### config.mk
export PLATFORM = sky130hd
export DESIGN_NAME = slow_clk_monitor
export DESIGN_NICKNAME = d
export VERILOG_FILES = /design/src/rtl/slow_clk_monitor.sv
export SDC_FILE = /design/constraint.sdc
export NUM_CORES = 1
export LEC_CHECK = 0
export CAP_MARGIN = 15
export CORE_MARGIN = 2
export CORE_UTILIZATION = 47
export DETAILED_ROUTE_END_ITERATION = 8
export HOLD_SLACK_MARGIN = 0.12
export PLACE_DENSITY = 0.83
export SLEW_MARGIN = 20
export SYNTH_ARGS = -nofsm -noshare
export SYNTH_HDL_FRONTEND = slang
export SYNTH_SLANG_ARGS = --single-unit
### constraint.sdc
create_clock -name clk -period 1.58 [get_ports clk]
set_input_delay 0.316 -clock clk [delete_from_list [all_inputs] [get_ports clk]]
set_output_delay 0.316 -clock clk [all_outputs]
set_load 0.01 [all_outputs]
### src/rtl/slow_clk_monitor.sv
// slow_clk_monitor: rise/fall strobes, one-cycle-early rise prediction and half-period lock checking
// for a slow_clk generated on clk. Define CLK_MON_STATS_EN to add the saturating err_count output.
module slow_clk_monitor #(
   parameter int unsigned HALF_PERIOD = 2,
   parameter int unsigned LOCK_EDGES  = 4
) (
   input  logic       clk,
   input  logic       rst,
   input  logic       slow_clk,
   output logic       rise,
   output logic       fall,
   output logic       pre_rise,
   output logic       locked,
`ifdef CLK_MON_STATS_EN
   output logic       err,
   output logic [7:0] err_count
`else
   output logic       err
`endif
);

   localparam int unsigned CW = $clog2(2 * HALF_PERIOD) + 1;

   localparam logic [CW-1:0] CNT_SAT   = CW'(2 * HALF_PERIOD);
   localparam logic [CW-1:0] CNT_GOOD  = CW'(HALF_PERIOD - 1);
   localparam logic [CW-1:0] CNT_STALL = CW'(2 * HALF_PERIOD - 1);
   localparam logic [CW-1:0] CNT_PRE   = CW'(HALF_PERIOD - 2);
   localparam logic [3:0]    LOCK_N    = 4'(LOCK_EDGES);

   localparam logic [1:0] ST_IDLE    = 2'd0;
   localparam logic [1:0] ST_ACQUIRE = 2'd1;
   localparam logic [1:0] ST_LOCKED  = 2'd2;

   logic          s1;
   logic          s2;
   logic [CW-1:0] cnt;
   logic [3:0]    gcnt;
   logic [3:0]    gcnt_nxt;
   logic [1:0]    state;
   logic [1:0]    state_nxt;
   logic          edge_seen;
   logic          good_edge;
   logic          stall;

   assign edge_seen = s1 ^ s2;
   assign good_edge = edge_seen && (cnt == CNT_GOOD);
   assign stall     = !edge_seen && (cnt == CNT_STALL);

   assign rise     = s1 & ~s2;
   assign fall     = ~s1 & s2;
   assign locked   = (state == ST_LOCKED);
   assign pre_rise = locked && !s1 && !edge_seen && (cnt == CNT_PRE);

   always_ff @(posedge clk or posedge rst) begin
      if (rst) begin
         s1    <= 1'b0;
         s2    <= 1'b0;
         cnt   <= '0;
         gcnt  <= '0;
         state <= ST_IDLE;
      end else begin
         s1    <= slow_clk;
         s2    <= s1;
         gcnt  <= gcnt_nxt;
         state <= state_nxt;
         if (edge_seen)
            cnt <= '0;
         else if (cnt != CNT_SAT)
            cnt <= cnt + 1'b1;
      end
   end

   // Edge and stall are mutually exclusive, so each state checks the edge first.
   always_comb begin
      state_nxt = state;
      gcnt_nxt  = gcnt;
      err       = 1'b0;
      case (state)
         ST_IDLE: begin
            if (edge_seen) begin
               state_nxt = ST_ACQUIRE;
               gcnt_nxt  = '0;
            end
         end
         ST_ACQUIRE: begin
            if (edge_seen) begin
               if (good_edge) begin
                  gcnt_nxt = gcnt + 4'd1;
                  if (gcnt + 4'd1 == LOCK_N)
                     state_nxt = ST_LOCKED;
               end else begin
                  gcnt_nxt = '0;
               end
            end else if (stall) begin
               state_nxt = ST_IDLE;
            end
         end
         ST_LOCKED: begin
            if (edge_seen) begin
               if (!good_edge) begin
                  err       = 1'b1;
                  state_nxt = ST_ACQUIRE;
                  gcnt_nxt  = '0;
               end
            end else if (stall) begin
               err       = 1'b1;
               state_nxt = ST_IDLE;
            end
         end
         default: begin
            state_nxt = ST_IDLE;
            gcnt_nxt  = '0;
         end
      endcase
   end

`ifdef CLK_MON_STATS_EN
   always_ff @(posedge clk or posedge rst) begin
      if (rst)
         err_count <= '0;
      else if (err && (err_count != 8'hFF))
         err_count <= err_count + 8'd1;
   end
`endif

endmodule
==> results of run 1 <==
## through the flow
stage                     instances  power [mW]
after detailed placement        102       0.889
after global routing            110        1.31
final                           110        1.22
after floorplan                  69       0.663
after global placement          102       0.854
after CTS                       108        1.16
## where the power goes
group | switching [mW] | leakage, nW | internal [mW]
combinational | 0.280 | 0.322 | 0.335
clock | 0.102 | 0.0150 | 0.0975
sequential | 0.0603 | 0.143 | 0.346
## kinds of logic (layout without fill, tap and decap cells)
logic type               Yosys count  count (layout)  share of synthesized area
multiplexers                       2               2                     0.0370
buffers and inverters              8              34                     0.0444
flip-flops                        11              11                      0.407
adder cells (fa/ha/maj)            8               8                      0.148
AND/OR/NAND/NOR                   25              25                      0.200
AO/OA/AOI/OAI                     12              12                      0.126
XOR/XNOR                           3               3                     0.0388
## repair_timing
action                                  CTS  global route
endpoints found under the hold margin     0             0
cloned                                    0             0
endpoints found under the setup margin    6             5
buffers inserted                          2             2
resized for setup                        19            10
pin swaps                                 1             5
## state kept, by name, summed over array words and instances (netlist names)
name	count
gcnt	4
state	2
s1	1
cnt	3
s2	1
## cell usage after synthesis
cell type  number
and2_1          1
clkbuf_1        1
o21ai_1         1
xnor2_1         1
nand3_1         4
nor2_1          3
xor2_1          2
nor4_1          1
o21ai_0         2
o22ai_1         1
nand4_1         1
a21boi_0        2
nand3_2         1
o41ai_1         1
mux2i_1         1
mux2_4          1
a32oi_1         2
nor2b_1         1
inv_1           7
a21o_1          2
nand2_1         6
ha_1            8
nand2b_1        5
o31ai_1         1
dfrtp_1        11
nand3b_1        2
## cell type report
cell class | instances | area (µm²) | share of cell area
repair buffers | 23 | 176 | 0.183
clock buffers | 4 | 26.3 | 0.0272
multi-input cells | 50 | 442 | 0.458
inverters | 7 | 26.3 | 0.0272
flip-flops and latches | 11 | 275 | 0.285
well taps | 15 | 18.8 | 0.0195
## worst max-delay path by stage
stage | startpoint | endpoint | slack (ns) | depth (start not counted)
floorplan | s1$_DFF_PP0_ | pre_rise | 0.03 | 5
global placement | s1$_DFF_PP0_ | err | -0.28 | 6
detailed placement | s1$_DFF_PP0_ | err | -0.30 | 6
CTS | cnt[1]$_DFFE_PP0P_ | err | -0.18 | 6
global route | cnt[1]$_DFFE_PP0P_ | err | -0.18 | 6
finish | cnt[1]$_DFFE_PP0P_ | err | -0.12 | 6
## cell usage in the layout, fill, tap and decap left out, types with 2 or more instances in the layout
cell type	count
o21ai_1	2
a21o_1	2
clkdlybuf4s50_1	2
nand3b_1	2
inv_1	6
nand2b_1	4
ha_1	4
nand3_1	4
a32oi_1	2
nand2_1	5
buf_4	15
xor2_1	2
nor2_1	2
a21boi_0	2
buf_2	2
dfrtp_1	11
dlygate4sd2_1	2
clkbuf_4	3
ha_4	3
## routing by layer
layer	vias to the layer above	track usage	part of all wire
li1	289	-	-
met5	-	0	0
met2	3	0.350	0.60
met1	284	0.209	0.39
met4	0	0.0968	0.0033
met3	2	0.0391	0.014
## critical path, delay by kind of cell (launching register included)
kind	cells	cell delay, ns
buffers and inverters	1	0.13
AOI/OAI and AO/OA	1	0.06
DFF	1	0.40
adders and majority gates	2	0.35
and+or+nand+nor	2	0.18
==> run summary, run 1 <==
Area Overhead vs Synth: 42.5%
Peak VDD IR: 741 µV
Yosys reg bits: 11
top-area cell type share of the netlist area: 0.407
P_leak: 0.480 nW
final RePlAce weighted congestion: 0.790
layout cell share with drive strength beyond 1: 0.368
Yosys top cell by area: dfrtp_1
initial antenna violation count: 0
chip width: 42.0 µm
Seq/Total Area, Yosys: 0.407
nets: 107
top area cells in the synthesized netlist: dfrtp_1 41%, ha_1 15%, nand2b_1 4.6%
library cells used by synthesis: 26
fmax: 588 MHz
Worst Tran Pin Value: 0.438 ns
first-pass GRT wire length: 2550 µm
Worst slew margin: 0.708
FF-to-FF End: gcnt[3]$_DFFE_PP0P_
setup ws final: -0.120 ns
clk_lat worst skew: 0.27 ns
H-tree Lvls: 1
hold_ws: 0.333 ns
Critical Path Sink Type: output pin
effective utilization at floorplan: 0.514
Arr. time, crit path: 1.38 ns
outcome: finished with violations
Post-Synthesis Cells: 69
Placed Area: 858 µm²
Clock Sinks: 11
required time worst endpoint: 1.26 ns
Synth Area per Inst: 9.81 µm²
Min Clock Period, post-route: 1.70 ns
routed wire length: 1530 µm
CTS tree: built
Vert. Die Dim: 42.0 µm
Yosys Warn Count: 0
drt initial violations: 3
CP cell instances: ha_2, ha_4, nand2b_4, o21ai_2, nor2_1, buf_2
DP Worst Slack: -0.300 ns
final setup TNS: -0.222 ns
max incr delay on CP: 0.40 ns
Setup Skew: 0.00964 ns
Syn Nets: 80
DR vias/cell: 5.25
clock slew at reported path FFs: 0.08 ns
Worst Reg2Reg Path Length in Cells: 6
critical path launch point type: flip-flop
core area: 1320 µm²
vias in the first global route: 597
critical-path maximum fanout: 3
max_cap viols: 0
Detail Placement HPWL: 1130 µm
final hold violations: 0
violated checks: negative setup slack
filler cell count: 90
first drt pass iteration count: 4
Reg2Reg Launch Point: s2$_DFF_PP0_
Ports: 8
Post-route DRC: 0
die footprint: 1760 µm²
GR Overflow Total: 0
antenna viol nets, final: 0
RSZ-0062 raised after global routing: yes
FP Rows: 13
Avg WL per Cell: 13.9 µm
Final Util: 0.732
Root Driver: clkbuf_4
largest net degree at the start of global routing: 12
hold buffers post-CTS: 0
CTS max path bufs: 2
all-layer global routing usage: 0.193
Hold Crit Class: in2async
PwrDens: 1270 nW/µm²
Port Buf Inserts: 7
CP Class: reg2out
final instance area: 965 µm²
fin crit share: 1.08
r2r setup slk: 0.01 ns
Cell Area, Synth: 677 µm²
CP max stage cell: dfrtp_1
DR vias: 578
Pins Over Slew Limit: 0
final setup vio count: 2
Num CTS Buffers: 3
Ant. Diodes: 0
No activity file was read; power rests on OpenSTA's default activity.
==> inputs of run 2 (changes only) <==
CORE_AREA = 2 2 39 41   (was unset)
CORE_MARGIN = unset   (was 2)
CORE_UTILIZATION = unset   (was 47)
DIE_AREA = 0 0 41 43   (was unset)
GPL_TIMING_DRIVEN = 0   (was unset)
PLACE_DENSITY = 0.85   (was 0.83)
clock period = 2.1 ns   (was 1.58 ns; I/O delays follow)
==> run 2 against run 1 <==
  * The run now ends clean
  * Critical path depth stayed put
  * Cell area is 14% lower
  * Cell count is 11% lower
  * Die area is 0.18% higher
  * Core utilization is 13 points lower
  * Sequential share of layout area is 4.6 points higher
  * Worst hold slack better by 0.10 ns
  * Clock power is 28% lower
  * Clock-buffer cell count stayed put
  * Critical path type unchanged
  * Largest cell class unchanged
  * Largest power group is now registers
==> run summary, run 2 (same netlist as run 1, synthesis figures left out) <==
Largest regs: gcnt x4, cnt x3, state x2
max_cap viols: 0 (unchanged)
P_leak: 0.403 nW (-16%)
r2r setup slk: 0.50 ns (+0.49 ns)
hold buffers post-CTS: 0 (unchanged)
final setup TNS: 0 ns (+0.222 ns)
Root Driver: clkbuf_4
H-tree Lvls: 1 (unchanged)
largest net degree at the start of global routing: 12 (unchanged)
Detail Placement HPWL: 923 µm (-18%)
CP cell instances: ha_2, ha_1, nand2b_1, o21ai_2, nor2_1, dlygate4sd2_1
fin crit share: 0.967
CTS max path bufs: 2 (unchanged)
final hold violations: 0 (unchanged)
core area: 1380 µm² (+5.0%)
most common cell after layout, fill and taps aside: dfrtp_1
nets: 94 (-12%)
first drt pass iteration count: 3 (-1)
Ports: 8 (unchanged)
FF-to-FF End: state[0]$_DFFE_PP0P_
Setup Skew: 0.00447 ns (-0.00517 ns)
max incr delay on CP: 0.40 ns (about the same)
FP Rows: 14 (+1)
Worst slew margin: 0.716 (+0.00821)
Critical Path Sink Type: output pin
critical path launch point type: flip-flop
antenna viol nets, final: 0 (unchanged)
Peak VDD IR: 631 µV (-15%)
chip width: 41 µm (-2.3%)
Num CTS Buffers: 3 (unchanged)
Arr. time, crit path: 1.61 ns (+0.23 ns)
Pins Over Slew Limit: 0 (unchanged)
setup ws final: 0.0699 ns (+0.190 ns)
Ant. Diodes: 0 (unchanged)
clk_lat worst skew: 0.27 ns (about the same)
hold_ws: 0.437 ns (+0.104 ns)
layout cell share with drive strength beyond 1: 0.159 (-0.210)
PwrDens: 879 nW/µm² (-31%)
CP max stage cell: dfrtp_1
CP Class: reg2out
final RePlAce weighted congestion: 0.818 (+3.5%)
DR vias: 527 (-8.8%)
filler cell count: 125 (+39%)
Clock Sinks: 11 (unchanged)
final setup vio count: 0 (-2)
Worst Reg2Reg Path Length in Cells: 6 (unchanged)
drt initial violations: 4 (+1)
Worst Tran Pin Value: 0.425 ns (-0.0123 ns)
Avg WL per Cell: 12.9 µm (-7.6%)
CTS tree: built
vias in the first global route: 513 (-14%)
effective utilization at floorplan: 0.489 (-0.0246)
GR Overflow Total: 0 (unchanged)
register name with the most flops: gcnt
all-layer global routing usage: 0.170 (-0.0229)
share of power burned in the clock network: 0.199 (+0.035)
initial antenna violation count: 0 (unchanged)
die footprint: 1760 µm² (+0.18%)
fin cells: 98 (-11%)
Pint: 0.457 mW (-41%)
number of flip-flops under the largest register name: 4 (unchanged)
Seq. cell area: 275 µm² (unchanged)
most frequent cells in the layout: 11 x dfrtp_1, 6 x nand2_1, 6 x inv_1, 6 x ha_1
DP Worst Slack: -0.322 ns (-0.0220 ns)
part of the power in combinational logic: 0.354 (-0.150)
Psw: 0.274 mW (-38%)
Vert. Die Dim: 43 µm (+2.5%)
multi-input gate area in the final layout: 390 µm² (-12%)
Reg2Reg Launch Point: cnt[1]$_DFFE_PP0P_
CP Depth: 6 (unchanged)
DP Cell Count: 92 (-9.8%)
Area Overhead vs Synth: 22.7%
Final Util: 0.600 (-0.132)
crit path launch: cnt[0]$_DFFE_PP0P_
first-pass GRT wire length: 2040 µm (-20%)
Critical Path Sink: err
critical-path maximum fanout: 3 (unchanged)
Post-route DRC: 0 (unchanged)
fmax: 493 MHz
Hold Crit Class: in2async
outcome: finished, final reports clean
DR vias/cell: 5.38 (+2.3%)
Reg power frac: 0.447 (+0.114)
buffer and inverter count on the worst path: 1 (unchanged)
Min Clock Period, post-route: 2.03 ns
required time worst endpoint: 1.68 ns (+0.42 ns)
Net Sw Frac: 0.374 (+0.0117)
cell family with most CP delay: flip-flops
Port Buf Inserts: 7 (unchanged)
routed wire length: 1260 µm (-18%)
clock slew at reported path FFs: 0.07 ns (about the same)
[run 2: cell count changes in the layout (fill, tap and decap cells not counted), moves of 2 or more]
| cell | change |
|---|---|
| ha_4 | -2 |
| buf_4 | -13 |
| clkdlybuf4s50_1 | +3 |
| buf_2 | -2 |
| ha_1 | +2 |
[run 2: area by class of cell]
cell class / instances / share of cell area
inverters: 7 / 0.0316
plain buffers: 1 / 0.0166
clock buffers: 4 / 0.0316
flip-flops and latches: 11 / 0.331
multi-input cells: 50 / 0.470
well taps: 16 / 0.0241
repair buffers: 9 / 0.0949
[run 2: worst reg2reg max path: cells and delay by family, from the launching register on]
family	cells	cell delay [ns]
flip-flops	1	0.40
AND/OR/NAND/NOR	1	0.33
AO/OA/AOI/OAI	3	0.53
buffers and inverters	1	0.08
adder cells (fa/ha/maj)	1	0.15
[run 2: power by group through the flow]
stage | Combinational [mW] | Clock [mW] | Sequential [mW]
CTS | 0.241 | 0.150 | 0.326
finish | 0.259 | 0.145 | 0.327
global placement | 0.217 | 0 | 0.325
detailed placement | 0.229 | 0 | 0.330
floorplan | 0.183 | 0 | 0.313
global route | 0.304 | 0.157 | 0.335
[run 2: per-stage QoR]
| stage | instance area, µm² | total power [mW] |
|---|---|---|
| 2_1_floorplan | 677 | 0.495 |
| 3_3_place_gp | 767 | 0.541 |
| 3_5_place_dp | 767 | 0.559 |
| 4_1_cts | 821 | 0.716 |
| 5_1_grt | 831 | 0.796 |
| 6_report | 831 | 0.731 |
[run 2: metal layers]
layer | vias up | share of wire | GRT usage
li1 | 263 | - | -
met3 | 3 | 0.025 | 0.0471
met5 | - | 0 | 0
met4 | 0 | 0.015 | 0.0600
met1 | 253 | 0.44 | 0.209
met2 | 8 | 0.52 | 0.272
[run 2: worst min path at each step]
stage | start | end | slack [ns] | cells past startpoint
floorplan | rst | cnt[0]$_DFFE_PP0P_ | 0.27 | 1
global placement | s1$_DFF_PP0_ | s2$_DFF_PP0_ | 0.42 | 0
detailed placement | s1$_DFF_PP0_ | s2$_DFF_PP0_ | 0.43 | 0
CTS | rst | s2$_DFF_PP0_ | 0.44 | 2
global route | rst | s1$_DFF_PP0_ | 0.50 | 2
finish | rst | s2$_DFF_PP0_ | 0.44 | 2
[run 2: timing repair]
| action | 4_1_cts | 5_1_grt |
|---|---|---|
| hold endpoints to repair | 0 | 0 |
| endpoints found under the setup margin | 2 | 2 |
| resized for setup | 7 | 6 |
| buffers inserted | 1 | 1 |
